==> config.mk <==
export PLATFORM = sky130hd
export DESIGN_NAME = uart_tx_scheduler
export DESIGN_NICKNAME = d
export VERILOG_FILES = /design/src/rtl/uart_tx_scheduler.sv
export SDC_FILE = /design/constraint.sdc
export NUM_CORES = 1
export LEC_CHECK = 0
export BUFFER_PORTS_ARGS = -buffer_cell sky130_fd_sc_hd__buf_4
export CORE_ASPECT_RATIO = 0.9
export CORE_MARGIN = 4
export CORE_UTILIZATION = 25
export CTS_CLUSTER_DIAMETER = 30
export DETAILED_ROUTE_END_ITERATION = 6
export SETUP_SLACK_MARGIN = 0.2
export SYNTH_ARGS = -nofsm -noshare
export SYNTH_HDL_FRONTEND = slang
export SYNTH_SLANG_ARGS = --single-unit
export TNS_END_PERCENT = 100
==> constraint.sdc <==
create_clock -name Clk -period 2.6 [get_ports Clk]
set_input_delay 0 -clock Clk [delete_from_list [all_inputs] [get_ports Clk]]
set_output_delay 0 -clock Clk [all_outputs]
set_load 0.01 [all_outputs]
==> src/rtl/uart_tx_scheduler.sv <==
// uart_tx_scheduler: round-robin arbiter sharing one UART transmit line among
// NUM_REQ byte requesters. Frames are start + DATA_WIDTH data bits (LSB first)
// + STOP_BITS stop bits, timed by an upstream OVERSAMPLE-x baud_tick pulse.
module uart_tx_scheduler #(
   parameter int NUM_REQ    = 4,
   parameter int DATA_WIDTH = 8,
   parameter int OVERSAMPLE = 16,
   parameter int STOP_BITS  = 1,
   localparam int IDW       = (NUM_REQ > 1) ? $clog2(NUM_REQ) : 1
) (
   input  logic                          Clk,
   input  logic                          Reset,
   input  logic                          baud_tick,
   input  logic [NUM_REQ-1:0]            req_valid,
   input  logic [NUM_REQ*DATA_WIDTH-1:0] req_data,
   output logic [NUM_REQ-1:0]            req_ready,
   output logic                          tx,
   output logic                          busy,
   output logic [IDW-1:0]                grant_id
);

   localparam int TCW   = (OVERSAMPLE > 1) ? $clog2(OVERSAMPLE) : 1;
   localparam int BCW   = $clog2(DATA_WIDTH + STOP_BITS + 1);
   // Requester slots padded to a power of two so the index never runs off the end.
   localparam int NSLOT = 1 << IDW;

   typedef enum logic [1:0] {IDLE, START, DATA, STOP} state_t;

   state_t                r_state;
   logic                  r_tx;
   logic                  r_busy;
   logic [IDW-1:0]        r_grant_id;
   logic [IDW-1:0]        r_rr_ptr;
   logic [TCW-1:0]        r_tick_cnt;
   logic [BCW-1:0]        r_bit_cnt;
   logic [DATA_WIDTH-1:0] r_shift;

   logic [NSLOT-1:0]      w_valid_ext;
   logic [DATA_WIDTH-1:0] w_data_slot [NSLOT];
   logic                  w_found;
   logic [IDW-1:0]        w_winner;
   logic [IDW-1:0]        w_rr_next;
   logic                  w_bit_end;
   logic [DATA_WIDTH-1:0] w_shift_next;

   genvar gi;

   generate
      for (gi = 0; gi < NSLOT; gi++) begin : g_slot
         if (gi < NUM_REQ) begin : g_used
            assign w_valid_ext[gi] = req_valid[gi];
            assign w_data_slot[gi] = req_data[gi*DATA_WIDTH +: DATA_WIDTH];
         end else begin : g_pad
            assign w_valid_ext[gi] = 1'b0;
            assign w_data_slot[gi] = '0;
         end
      end
   endgenerate

   // Round-robin search: first valid requester at or above rr_ptr, wrapping.
   always_comb begin
      logic [IDW-1:0] v_idx;
      w_found  = 1'b0;
      w_winner = '0;
      v_idx    = r_rr_ptr;
      for (int k = 0; k < NUM_REQ; k++) begin
         if (!w_found && w_valid_ext[v_idx]) begin
            w_found  = 1'b1;
            w_winner = v_idx;
         end
         v_idx = (v_idx == IDW'(NUM_REQ - 1)) ? '0 : v_idx + IDW'(1);
      end
   end

   assign w_rr_next    = (w_winner == IDW'(NUM_REQ - 1)) ? '0 : w_winner + IDW'(1);
   assign w_bit_end    = baud_tick && (r_tick_cnt == TCW'(OVERSAMPLE - 1));
   assign w_shift_next = r_shift >> 1;

   // Accept pulse only while idle; suppressed during reset so no byte is
   // handed over that the reset would then drop.
   generate
      for (gi = 0; gi < NUM_REQ; gi++) begin : g_ready
         assign req_ready[gi] = (r_state == IDLE) && w_found && !Reset &&
                                (w_winner == IDW'(gi));
      end
   endgenerate

   // Frame sequencer: grant latch, bit timing, and registered line/busy outputs.
   always_ff @(posedge Clk) begin
      if (Reset) begin
         r_state    <= IDLE;
         r_tx       <= 1'b1;
         r_busy     <= 1'b0;
         r_grant_id <= '0;
         r_rr_ptr   <= '0;
         r_tick_cnt <= '0;
         r_bit_cnt  <= '0;
         r_shift    <= '0;
      end else begin
         if (r_state != IDLE && baud_tick) begin
            r_tick_cnt <= w_bit_end ? '0 : r_tick_cnt + TCW'(1);
         end
         case (r_state)
            IDLE: begin
               r_tx       <= 1'b1;
               r_busy     <= 1'b0;
               r_tick_cnt <= '0;
               r_bit_cnt  <= '0;
               if (w_found) begin
                  r_shift    <= w_data_slot[w_winner];
                  r_grant_id <= w_winner;
                  r_rr_ptr   <= w_rr_next;
                  r_state    <= START;
                  r_tx       <= 1'b0;
                  r_busy     <= 1'b1;
               end
            end
            START: begin
               if (w_bit_end) begin
                  r_state   <= DATA;
                  r_bit_cnt <= '0;
                  r_tx      <= r_shift[0];
               end
            end
            DATA: begin
               if (w_bit_end) begin
                  if (r_bit_cnt == BCW'(DATA_WIDTH - 1)) begin
                     r_state   <= STOP;
                     r_bit_cnt <= '0;
                     r_tx      <= 1'b1;
                  end else begin
                     r_shift   <= w_shift_next;
                     r_bit_cnt <= r_bit_cnt + BCW'(1);
                     r_tx      <= w_shift_next[0];
                  end
               end
            end
            STOP: begin
               if (w_bit_end) begin
                  if (r_bit_cnt == BCW'(STOP_BITS - 1)) begin
                     r_state   <= IDLE;
                     r_bit_cnt <= '0;
                     r_busy    <= 1'b0;
                     r_tx      <= 1'b1;
                  end else begin
                     r_bit_cnt <= r_bit_cnt + BCW'(1);
                  end
               end
            end
            default: r_state <= IDLE;
         endcase
      end
   end

   assign tx       = r_tx;
   assign busy     = r_busy;
   assign grant_id = r_grant_id;

endmodule

==> results.toml <==
[worst_setup_path]
crit_slowest_cell = "dfxtp_2"
cp_top_family = "compound AO/OA/AOI/OAI gates"
crit_arrival_ns = 2.62
r2r_cells = 10
path_buf_inv = 3
reg2reg_to = "r_shift[6]"
crit_path_max_incr_delay_ns = 0.34
worstPathRequired_ns = 2.60
reg2reg_from = "r_rr_ptr[1]"
cp-start-kind = "flip-flop"
crit_fanout = 7
worst-r2r-setup-slack_ns = -0.01
crit_path_end_kind = "primary output"
worst-setup-path-type = "reg -> out"
crit_chain = "ha_4, xor2_4, a221o_1, a221oi_4, buf_6, o21ai_4, buf_12, nor4_4, buf_4"

[routing]
drt_wl_total_um = 5620
route.antenna.remaining_nets = 0
num_vias = 2061
routed_via_density = 5.18
drt_iter0_drc = 107
dr.pass1.iters = 4
wl_per_cell_um = 14.1
drc = 0

[synthesis]
ys_dominant_reg_cell = "dfxtp_1"
synthDistinctLibCells = 53
avgSynthCellArea_um2 = 8.29
synth-edff-count = 0
synth_warnings = 0
synth_seq_cells = 24
synth-seq-area-share_pct = 24.1
synth_nets = 288
async_flop_share_pct = 0
synthCells = 240
synth_area_um2 = 1990

[sta]
max_slew_margin_pct = 54.6
setup_tns_ns = -0.0412
hold_violations = 0
setup_viol = 3
fmax_ghz = 0.382
report.final.slew_viol_count = 0
setup_slack_ns = -0.0205
post-route-period-util_pct = 101
tightestPinTransition_ns = 0.681
fin_skew_ns = 0.00581
period_needed_ns = 2.62
rsz0062_at_grt = "yes"

[clock_network]
clock_latency_ns = 0.28
cts_tree = "built"
numCtsBuffers = 3
cts_sinks = 24
hold_buffers = 0
clock_path_buffers = 2
cts-root-buf = "clkbuf_8"
h-tree-depth = 1
clkSlewWorstSetupHoldPaths_ns = 0.09

[placed_design]
hpwl_um = 4050
place_congestion = 0.882
numPortBuffers = 46

[power_and_ir_drop]
vdd_ir_drop_max_v = 0.000418
p_leak_nw = 1.20
power_density_nw_per_um2 = 1310

[die]
fp.dieH_um = 92.7
die-area_um2 = 9460
fp-row-count = 30
die_x_um = 102
initial_core_util_pct = 26.0
io_pins = 47
core_um2 = 7660

[worst_hold_path]
worstHoldEndpoint = "r_shift[3]"
hold_start = "req_data[3]"
hold_depth = 3
hold_class = "in -> reg"

[global_route]
grt_usage_pct = 11.7
grt_overflow_total = 0
grt_pass1_wl_um = 9110
grt_pass1_vias = 1905
grt_max_degree = 30
antenna_found_initial = 0

[final_layout]
layout-drive-gt1-share_pct = 38.4
nets = 351
fin_util_pct = 37.9
multi_input_area_um2 = 1570
nFillCells = 794
area_delta_synth_final_pct = 45.7
seqCellArea_um2 = 483
diodes = 0

[status]
violations = "negative setup slack"
status = "complete, but fails checks"

[job]
max_cap_violations = 0
-- cells in the mapped netlist, types with 3 or more instances --
| master | count | area, um2 |
|---|---|---|
| a2111oi_0 | 13 | 114 |
| a21boi_0 | 12 | 90.1 |
| a21o_1 | 15 | 113 |
| a21oi_1 | 8 | 40.0 |
| buf_2 | 7 | 35.0 |
| buf_6 | 3 | 33.8 |
| clkbuf_1 | 5 | 18.8 |
| dfxtp_1 | 24 | 480 |
| ha_1 | 9 | 113 |
| inv_1 | 11 | 41.3 |
| mux2i_1 | 15 | 150 |
| nand2_1 | 12 | 45.0 |
| nand3_1 | 4 | 20.0 |
| nand3b_1 | 3 | 22.5 |
| nor2_1 | 24 | 90.1 |
| nor3_1 | 16 | 80.1 |
| nor4_1 | 4 | 25.0 |
| o21ai_0 | 6 | 30.0 |
| xor2_1 | 3 | 26.3 |
-- cells by family (layout without fill, tap and decap cells) --
| kind of cell | after synthesis | in the layout | synth area share, % |
|---|---|---|---|
| flops | 24 | 24 | 24.1 |
| xor+xnor | 3 | 3 | 1.32 |
| mux | 19 | 19 | 10.9 |
| fa+ha+maj | 9 | 9 | 5.66 |
| buf+inv | 30 | 92 | 7.61 |
| compound gates | 80 | 80 | 32.1 |
| simple gates | 75 | 75 | 18.2 |
-- sequential cells by signal, summed over array words and instances, names as in the netlist --
register    count
busy            1
grant_id        2
r_bit_cnt       4
r_rr_ptr        2
r_shift         8
r_state         2
r_tick_cnt      4
tx              1
-- tightest hold or removal path: stages --
cell,delay [ns]
buf_4,0.08
a2111oi_2,0.05
nor3_1,0.14
-- layout make-up --
cell class / instances / share of cell area, %
clock buffer: 4 / 1.90
inverter: 13 / 2.03
tap: 96 / 4.14
sequential: 24 / 16.7
timing repair buffer: 75 / 21.3
multi-input combinational: 186 / 54.0
-- layer usage --
| layer | global-route usage [%] | vias up | share of wire, % |
|---|---|---|---|
| li1 | - | 1034 | - |
| met5 | 0 | - | 0 |
| met1 | 16.8 | 964 | 49 |
| met2 | 17.9 | 58 | 45 |
| met4 | 3.61 | 0 | 1.3 |
| met3 | 1.73 | 5 | 4.8 |
-- stage by stage --
stage	hold slack, ns	power [W]	instance area [um2]	cells	worst slack (ns)
detailed placement	0.337	0.00265	2480	378	0.0180
finish	0.0303	0.00381	2900	398	-0.0205
global route	0.0569	0.00415	2900	398	-0.147
CTS	0.0473	0.00341	2750	390	-0.0204
global placement	0.333	0.00263	2480	378	0.0505
floorplan	0.200	0.00214	2030	240	0.208
-- worst max path at each step --
stage / from / to / cells past startpoint / slack [ns]
after detailed placement: r_rr_ptr[1] / r_shift[4] / 8 / 0.02
after CTS: r_rr_ptr[0] / req_ready[1] / 9 / -0.02
after floorplan: r_rr_ptr[1] / r_shift[7] / 9 / 0.21
after global placement: r_rr_ptr[1] / req_ready[0] / 10 / 0.05
after global routing: r_rr_ptr[0] / r_shift[6] / 10 / -0.15
final: r_rr_ptr[1] / req_ready[2] / 9 / -0.02
-- power by group --
group | internal (W) | switching (W) | leakage, nW
Clock | 0.000136 | 0.000132 | 0.0288
Combinational | 0.00146 | 0.00152 | 0.971
Sequential | 0.000481 | 0.0000818 | 0.198
-- cell usage in the layout, fill, tap and decap left out, drive strengths merged, types with 2 or more instances in the layout --
cell     count
a2111oi     13
a211oi       2
a21boi      12
a21o        15
a21oi        8
a221o        2
a221oi       4
a22oi        2
buf         75
clkbuf       4
dfxtp       24
ha           9
inv         13
mux2         2
mux2i       15
mux4         2
nand2       13
nand3        4
nand3b       3
nand4        2
nor2        24
nor2b        2
nor3        16
nor3b        2
nor4         4
o21ai        8
o31a         2
o32ai        2
or2          2
xor2         3
-- what timing repair did --
action | in CTS | in global routing
endpoints found under the setup margin | 15 | 18
resized for setup | 30 | 18
pin swaps | 15 | 9
gates cloned | 0 | 0
buffers inserted | 8 | 8
Note: power is estimated with default switching activity, not from simulation.
